**config.mk**
```make
export PLATFORM = sky130hd
export DESIGN_NAME = enigma_step_ctrl
export DESIGN_NICKNAME = d
export VERILOG_FILES = /design/src/rtl/enigma_step_ctrl.sv
export SDC_FILE = /design/constraint.sdc
export NUM_CORES = 1
export LEC_CHECK = 0
export ABC_AREA = 1
export BUFFER_PORTS_ARGS = -buffer_cell sky130_fd_sc_hd__buf_2
export CORE_UTILIZATION = 25
export CTS_CLUSTER_DIAMETER = 100
export DETAILED_ROUTE_END_ITERATION = 12
export PLACE_DENSITY_LB_ADDON = 0.2
export SLEW_MARGIN = 25
export SYNTH_ARGS = -nofsm -noshare
export SYNTH_HDL_FRONTEND = slang
export SYNTH_SLANG_ARGS = --single-unit
export TNS_END_PERCENT = 100
```
**constraint.sdc**
```tcl
create_clock -name clk -period 1.76 [get_ports clk]
set_clock_uncertainty 0.2 [all_clocks]
set_input_delay 0.088 -clock clk [delete_from_list [all_inputs] [get_ports clk]]
set_output_delay 0.088 -clock clk [all_outputs]
set_load 0.01 [all_outputs]
```
**src/rtl/enigma_step_ctrl.sv**
```systemverilog
// rtl/enigma_step_ctrl.sv - keystroke sequencer driving rotor stepping, forward letter and result capture
module enigma_step_ctrl #(
    parameter int NOTCH_R       = 16,
    parameter int NOTCH_M       = 4,
    parameter int SETTLE_CYCLES = 1
) (
    input  logic        clk,
    input  logic        reset,
    input  logic        key_valid_in,
    input  logic [4:0]  key_char_in,
    output logic        key_ready_out,
    input  logic [4:0]  pos_r_in,
    input  logic [4:0]  pos_m_in,
    output logic        step_en_r_out,
    output logic        step_en_m_out,
    output logic        step_en_l_out,
    output logic [4:0]  char_fwd_out,
    input  logic [4:0]  enc_char_in,
    output logic        out_valid,
    output logic [4:0]  out_char,
    input  logic        out_ready,
    output logic        err_out,
    output logic [15:0] char_count_out
);

    typedef enum logic [1:0] {
        IDLE   = 2'd0,
        STEP   = 2'd1,
        SETTLE = 2'd2,
        OUT    = 2'd3
    } state_t;

    localparam logic [4:0] NOTCH_R_POS = 5'(NOTCH_R);
    localparam logic [4:0] NOTCH_M_POS = 5'(NOTCH_M);
    localparam logic [4:0] LAST_LETTER = 5'd25;
    localparam logic [3:0] SETTLE_LOAD = 4'(SETTLE_CYCLES - 1);

    state_t     state;
    logic [3:0] settle_cnt;
    logic       key_legal;
    logic       right_at_notch;
    logic       middle_at_notch;

    assign key_ready_out   = (state == IDLE);
    assign key_legal       = (key_char_in <= LAST_LETTER);
    assign right_at_notch  = (pos_r_in == NOTCH_R_POS);
    assign middle_at_notch = (pos_m_in == NOTCH_M_POS);

    always_ff @(posedge clk or negedge reset) begin
        if (!reset) begin
            state          <= IDLE;
            settle_cnt     <= 4'd0;
            step_en_r_out  <= 1'b0;
            step_en_m_out  <= 1'b0;
            step_en_l_out  <= 1'b0;
            char_fwd_out   <= 5'd0;
            out_valid      <= 1'b0;
            out_char       <= 5'd0;
            err_out        <= 1'b0;
            char_count_out <= 16'd0;
        end else begin
            err_out <= 1'b0;
            case (state)
                IDLE: begin
                    if (key_valid_in) begin
                        if (key_legal) begin
                            char_fwd_out  <= key_char_in;
                            step_en_r_out <= 1'b1;
                            // A middle rotor sitting on its own notch steps itself
                            // and the left rotor: the double step.
                            step_en_m_out <= right_at_notch | middle_at_notch;
                            step_en_l_out <= middle_at_notch;
                            state         <= STEP;
                        end else begin
                            err_out <= 1'b1;
                        end
                    end
                end
                STEP: begin
                    step_en_r_out <= 1'b0;
                    step_en_m_out <= 1'b0;
                    step_en_l_out <= 1'b0;
                    settle_cnt    <= SETTLE_LOAD;
                    state         <= SETTLE;
                end
                SETTLE: begin
                    if (settle_cnt == 4'd0) begin
                        out_char  <= enc_char_in;
                        out_valid <= 1'b1;
                        state     <= OUT;
                    end else begin
                        settle_cnt <= settle_cnt - 4'd1;
                    end
                end
                OUT: begin
                    if (out_ready) begin
                        out_valid      <= 1'b0;
                        char_count_out <= char_count_out + 16'd1;
                        state          <= IDLE;
                    end
                end
                default: state <= IDLE;
            endcase
        end
    end

endmodule
```
# Word-level counts from Yosys, hierarchy flattened
# Index checks and enable logic that the tools add are counted.
# op_classes
n_addsub	2
n_lt_le_gt_ge	1
n_eq_ne	10
mux	22
bitwise	1
n_reduce_logical	12
# ops
op	count
$add 16x1->16 const B	1
$mux 1	11
$reduce_and 3->1	3
$mux 2	4
$ne 2x2->1 const B	4
$pmux 1 s2	4
$pmux 2 s4	1
$pmux 4 s2	1
$reduce_and 2->1	3
$reduce_bool 2->1	3
$eq 5x3->1 const B	1
$eq 5x5->1 const B	1
$le 5x5->1 const B	1
$eq 2x2->1 const B	2
$logic_not 4->1	1
$mux 4	1
$reduce_and 4->1	1
$sub 4x1->4 const B	1
$eq 2x1->1 const B	1
$logic_not 2->1	1
$ne 2x1->1 const B	1
$or 1x1->1	1
# word_totals
regBits	37
elab_cells	58

# Depth between registers and ports, before layout
# logic_depth
word_depth	5
ltp_mapped	8
mapped_depth_nobuf	8

# Worst setup path before layout
# OpenSTA, ideal clock, no wires.
# synth_timing
path_type	reg-to-reg
from	register state[0]
to	register settle_cnt[3]
setup_ps	118
arrival_time_ps	1267
slack_ps	175
stages_incl_launch_ff	8
period_less_slack_ps	1585
path_cell_list	dfrtp_1 inv_1 ha_1 nand4_2 o21ai_2 inv_1 nand3_1 nand2_1
# synth_between
elab_chain_len	3
word_cells_on_any_way	6
cone_classes	eq/ne: 3; mux: 1; reduce/logical: 2
# synth_rtl
item	line	source
start, declared	38	state_t state;
start signal, assigned	51	state <= IDLE;
start signal, assigned	73	state <= STEP;
start signal, assigned	84	state <= SETTLE;
$eq 2x2->1 or $eq 2x1->1 (tied branches)	63	case (state)
$ne 2x2->1 (no line) or $reduce_bool 2->1 (tied branches)	--	
$reduce_and 2->1 (no line)	--	
end signal, assigned	92	settle_cnt <= settle_cnt - 4'd1;
end, declared	39	logic [3:0] settle_cnt;
# Several ways; a longest one is shown, not always the timed one.
# A chain may end at the register's enable or synchronous reset.

# Worst setup path after layout
# layout_timing
from	input pos_r_in[3]
to	register step_en_m_out
# layout_between
elab_chain_len	5
# layout_rtl
item	line	source
start, declared	12	input logic [4:0] pos_r_in,
$eq 5x5->1	46	assign right_at_notch = (pos_r_in == NOTCH_R_POS);
$or 1x1->1	71	step_en_m_out <= right_at_notch | middle_at_notch;
$mux 1	66	if (key_legal) begin
$mux 1	65	if (key_valid_in) begin
$pmux 1 s2	63	
end signal, assigned	71	
end, declared	15	output logic step_en_m_out,
# Every way passes these cells. The select of a mux whose other input is x is not followed.

==> impl_results.md <==
- Final Slew Violations: 0
- Final core occ: between 30% and 40%
- H-tree depth: 2
- Seq/Total Area, Yosys: 49.2%
- Worst hold start: pos_m_in[2]
- Detail Route Antenna Nets: 0
- CTS tree: built
- Crit Path Class: in -> reg
- Rows: 31
- Cell area after synthesis: around 1900 µm²
- Maximum vdd ir drop: 588 µV
- RSZ-0062 raised after global routing: no
- DR iter-0 viols: 65
- Worst min-delay path endpoint: step_en_l_out$_DFFE_PN0P_
- Total Wirelength: between 4 and 5 mm
- Yosys cell types: 22
- Largest net degree at the start of global routing: 38
- Flops & latches, synth: 37
- Ys Warns: 0
- Worst Setup End Kind: flip-flop
- Critical Path Start Type: input port
- FF/Latch Area: 926 µm²
- Grt ovf: 0
- Fin. Hold Viols: 0
- Slew of the pin with the lowest slew margin: 0.502 ns
- R2r endpoint: state[0]$_DFFE_PN0P_
- Final nets: 345
- Slew HR: between 60% and 70%
- Highest clock rate: between 600 and 700 MHz
- Initial Util: 25.9%
- Mapped Avg Cell Area: approximately 8.4 µm²
- Worst EP arrival: 1.67 ns
- Gate count after technology mapping: 224
- Wire per inst: roughly 11 µm
- Pre-antenna DRT Iters: 4
- Routed vias: between 1500 and 2000
- Die height: 88.7 µm
- Final Critical Period: between 1.5 and 2 ns
- Area growth syn-to-layout: 42.4%
- Cell Pwr Density: 1250 nW/µm²
- Layout cells sized above 1: between 20 and 30%
- Area of the multi-input gates: about 850 µm²
- Clk slew on worst S/H paths: 0.07 ns
- CP required: around 1.8 ns
- Final Setup Violations: 0
- Largest fanout on the critical path: 1
- RePlAce Congestion: 0.755
- Leakage: 1.49 nW
- Hold Path Depth: 4
- Most frequent cells in the layout: 77 x nand2_1, 55 x buf_2, 37 x dfrtp_1, 27 x inv_1, 22 x dlygate4sd3_1
- First-pass GRT wire length: roughly 7.4 mm
- Setup Buffers After CTS: 0
- Max incr delay on CP: 0.55 ns
- Core box area: 7250 µm²
- Fin crit share: approximately 93%
- Antenna violations before repair: 0
- Fin Setup TNS: 0 ns
- Placed cell areas: 2330 µm²
- Total GRT Usage: 12.3%
- Vias in the first global route: 1658
- Cells on worst reg2reg path: 7
- DR DRC count: 0
- Root buffer cell: clkbuf_8
- Post-synth net total: 255
- Most common cell after layout, fill and taps aside: nand2_1
- Die width: 88.7 µm
- Clk sink count: 37
- Hpwl dp: 3.15 mm
- CTS max path bufs: 2
- Worst hold-check path type: in -> reg
- Die footprint: a little under 8000 µm²
- Worst r2r src: state[0]$_DFFE_PN0P_
- Diodes inserted: 0
- Clk_lat worst skew: about 0.29 ns
- Max cap viols: 0
- Design area: 2680 µm²
- Total CTS buffers: 5
- Ports: 56
- R2r setup slk: 0.14 ns
- Critical path launch point: pos_r_in[3]
- Status: finished, final reports clean
- Crit-path slowest cell: dlygate4sd3_1
- Fillers: 755
- Vias per Instance: slightly above 4
- Worst-path cell chain: dlygate4sd3_1, buf_2, nor2_1, dlygate4sd3_1, nand3_1, nand2_1, nand3_1, nand2_1
- IO buf count: between 50 and 60
- Final Power: between 0.003 and 0.004 W
## critical path, delay by kind of cell
| kind | cells | cell delay [ns] |
|---|---|---|
| buf+inv | 3 | 1.21 |
| simple gates | 5 | 0.36 |
## power by group
part | internal [W] | switching, W
combinational | 0.000572 | 0.000738
clock | 0.000461 | 0.000325
sequential | 0.00109 | 0.000166
total | 0.00212 | 0.00123
## cells in the mapped netlist
library cell  instances  area (µm²)
nand3_2               1        10.0
ha_1                  7        87.6
nand4_1               5        31.3
xnor2_1               6        52.6
nand4_2               1        12.5
a21oi_1               2        10.0
or2_2                 2        12.5
nand2_1              77         289
dfrtp_1              37         926
nor3b_1               1        7.51
o21ai_2               1        8.76
o21ai_0               7        35.0
buf_2                 1        5.00
xor2_1                7        61.3
nand3_4               1        17.5
nand2_2               1        6.26
nand3_1              15        75.1
nor3_4                2        32.5
nand2_4               1        11.3
nor2_1               18        67.6
inv_1                29         109
nor2_2                2        12.5
## metal layers
layer | GRT usage, % | part of all wire [%] | routed length (µm) | vias to the layer above
met5 | 0 | 0 | 0 | -
met4 | 5.43 | 1.4 | 63 | 0
met3 | 2.43 | 5.1 | 228 | 6
met2 | 19.2 | 42 | 1900 | 55
met1 | 16.6 | 51 | 2300 | 738
li1 | - | - | - | 875
## final cells by class
type | instances | area share, %
sequential | 37 | 34.6
multi-input combinational | 157 | 31.8
timing repair buffer | 84 | 20.5
tap | 99 | 4.63
inverter | 29 | 4.07
clock buffer | 6 | 3.08
clock inverter | 2 | 1.40
## registers in the layout, summed over array words and instances (netlist names), 2 cells and up
register        cells
out_char            5
settle_cnt          4
char_count_out     16
state               2
char_fwd_out        5
## logic make-up after synthesis
kind of cell	after synthesis	share of synthesized area, %
xor gates and xnor gates	13	6.05
buffers and inverters	30	6.05
DFF	37	49.2
and+or+nand+nor	127	31.1
AOI/OAI and AO/OA	10	2.86
adders and majority gates	7	4.66
## metrics by stage
| stage | hold WS [ns] | setup WS, ns | instances |
|---|---|---|---|
| 6_report | 0.0440 | 0.123 | 414 |
| 5_1_grt | 0.0832 | 0.0131 | 414 |
| 4_1_cts | 0.200 | 0.0731 | 414 |
| 3_5_place_dp | -0.0256 | 0.109 | 384 |
| 3_3_place_gp | -0.0259 | 0.123 | 384 |
| 2_1_floorplan | -0.408 | 0.175 | 224 |
## worst max-delay path by stage
stage / to / slack, ns
floorplan: settle_cnt[3]$_DFFE_PN0P_ / 0.17
global placement: state[0]$_DFFE_PN0P_ / 0.12
detailed placement: settle_cnt[3]$_DFFE_PN0P_ / 0.11
CTS: step_en_m_out$_DFFE_PN0P_ / 0.07
global route: char_count_out[14]$_DFFE_PN0P_ / 0.01
finish: step_en_m_out$_DFFE_PN0P_ / 0.12
## what timing repair did
item,4_1_cts,5_1_grt
gates resized for setup,0,5
hold endpoints to repair,52,1
endpoints found under the setup margin,0,8
hold buffers,22,1
(Power assumes the default switching activity.)
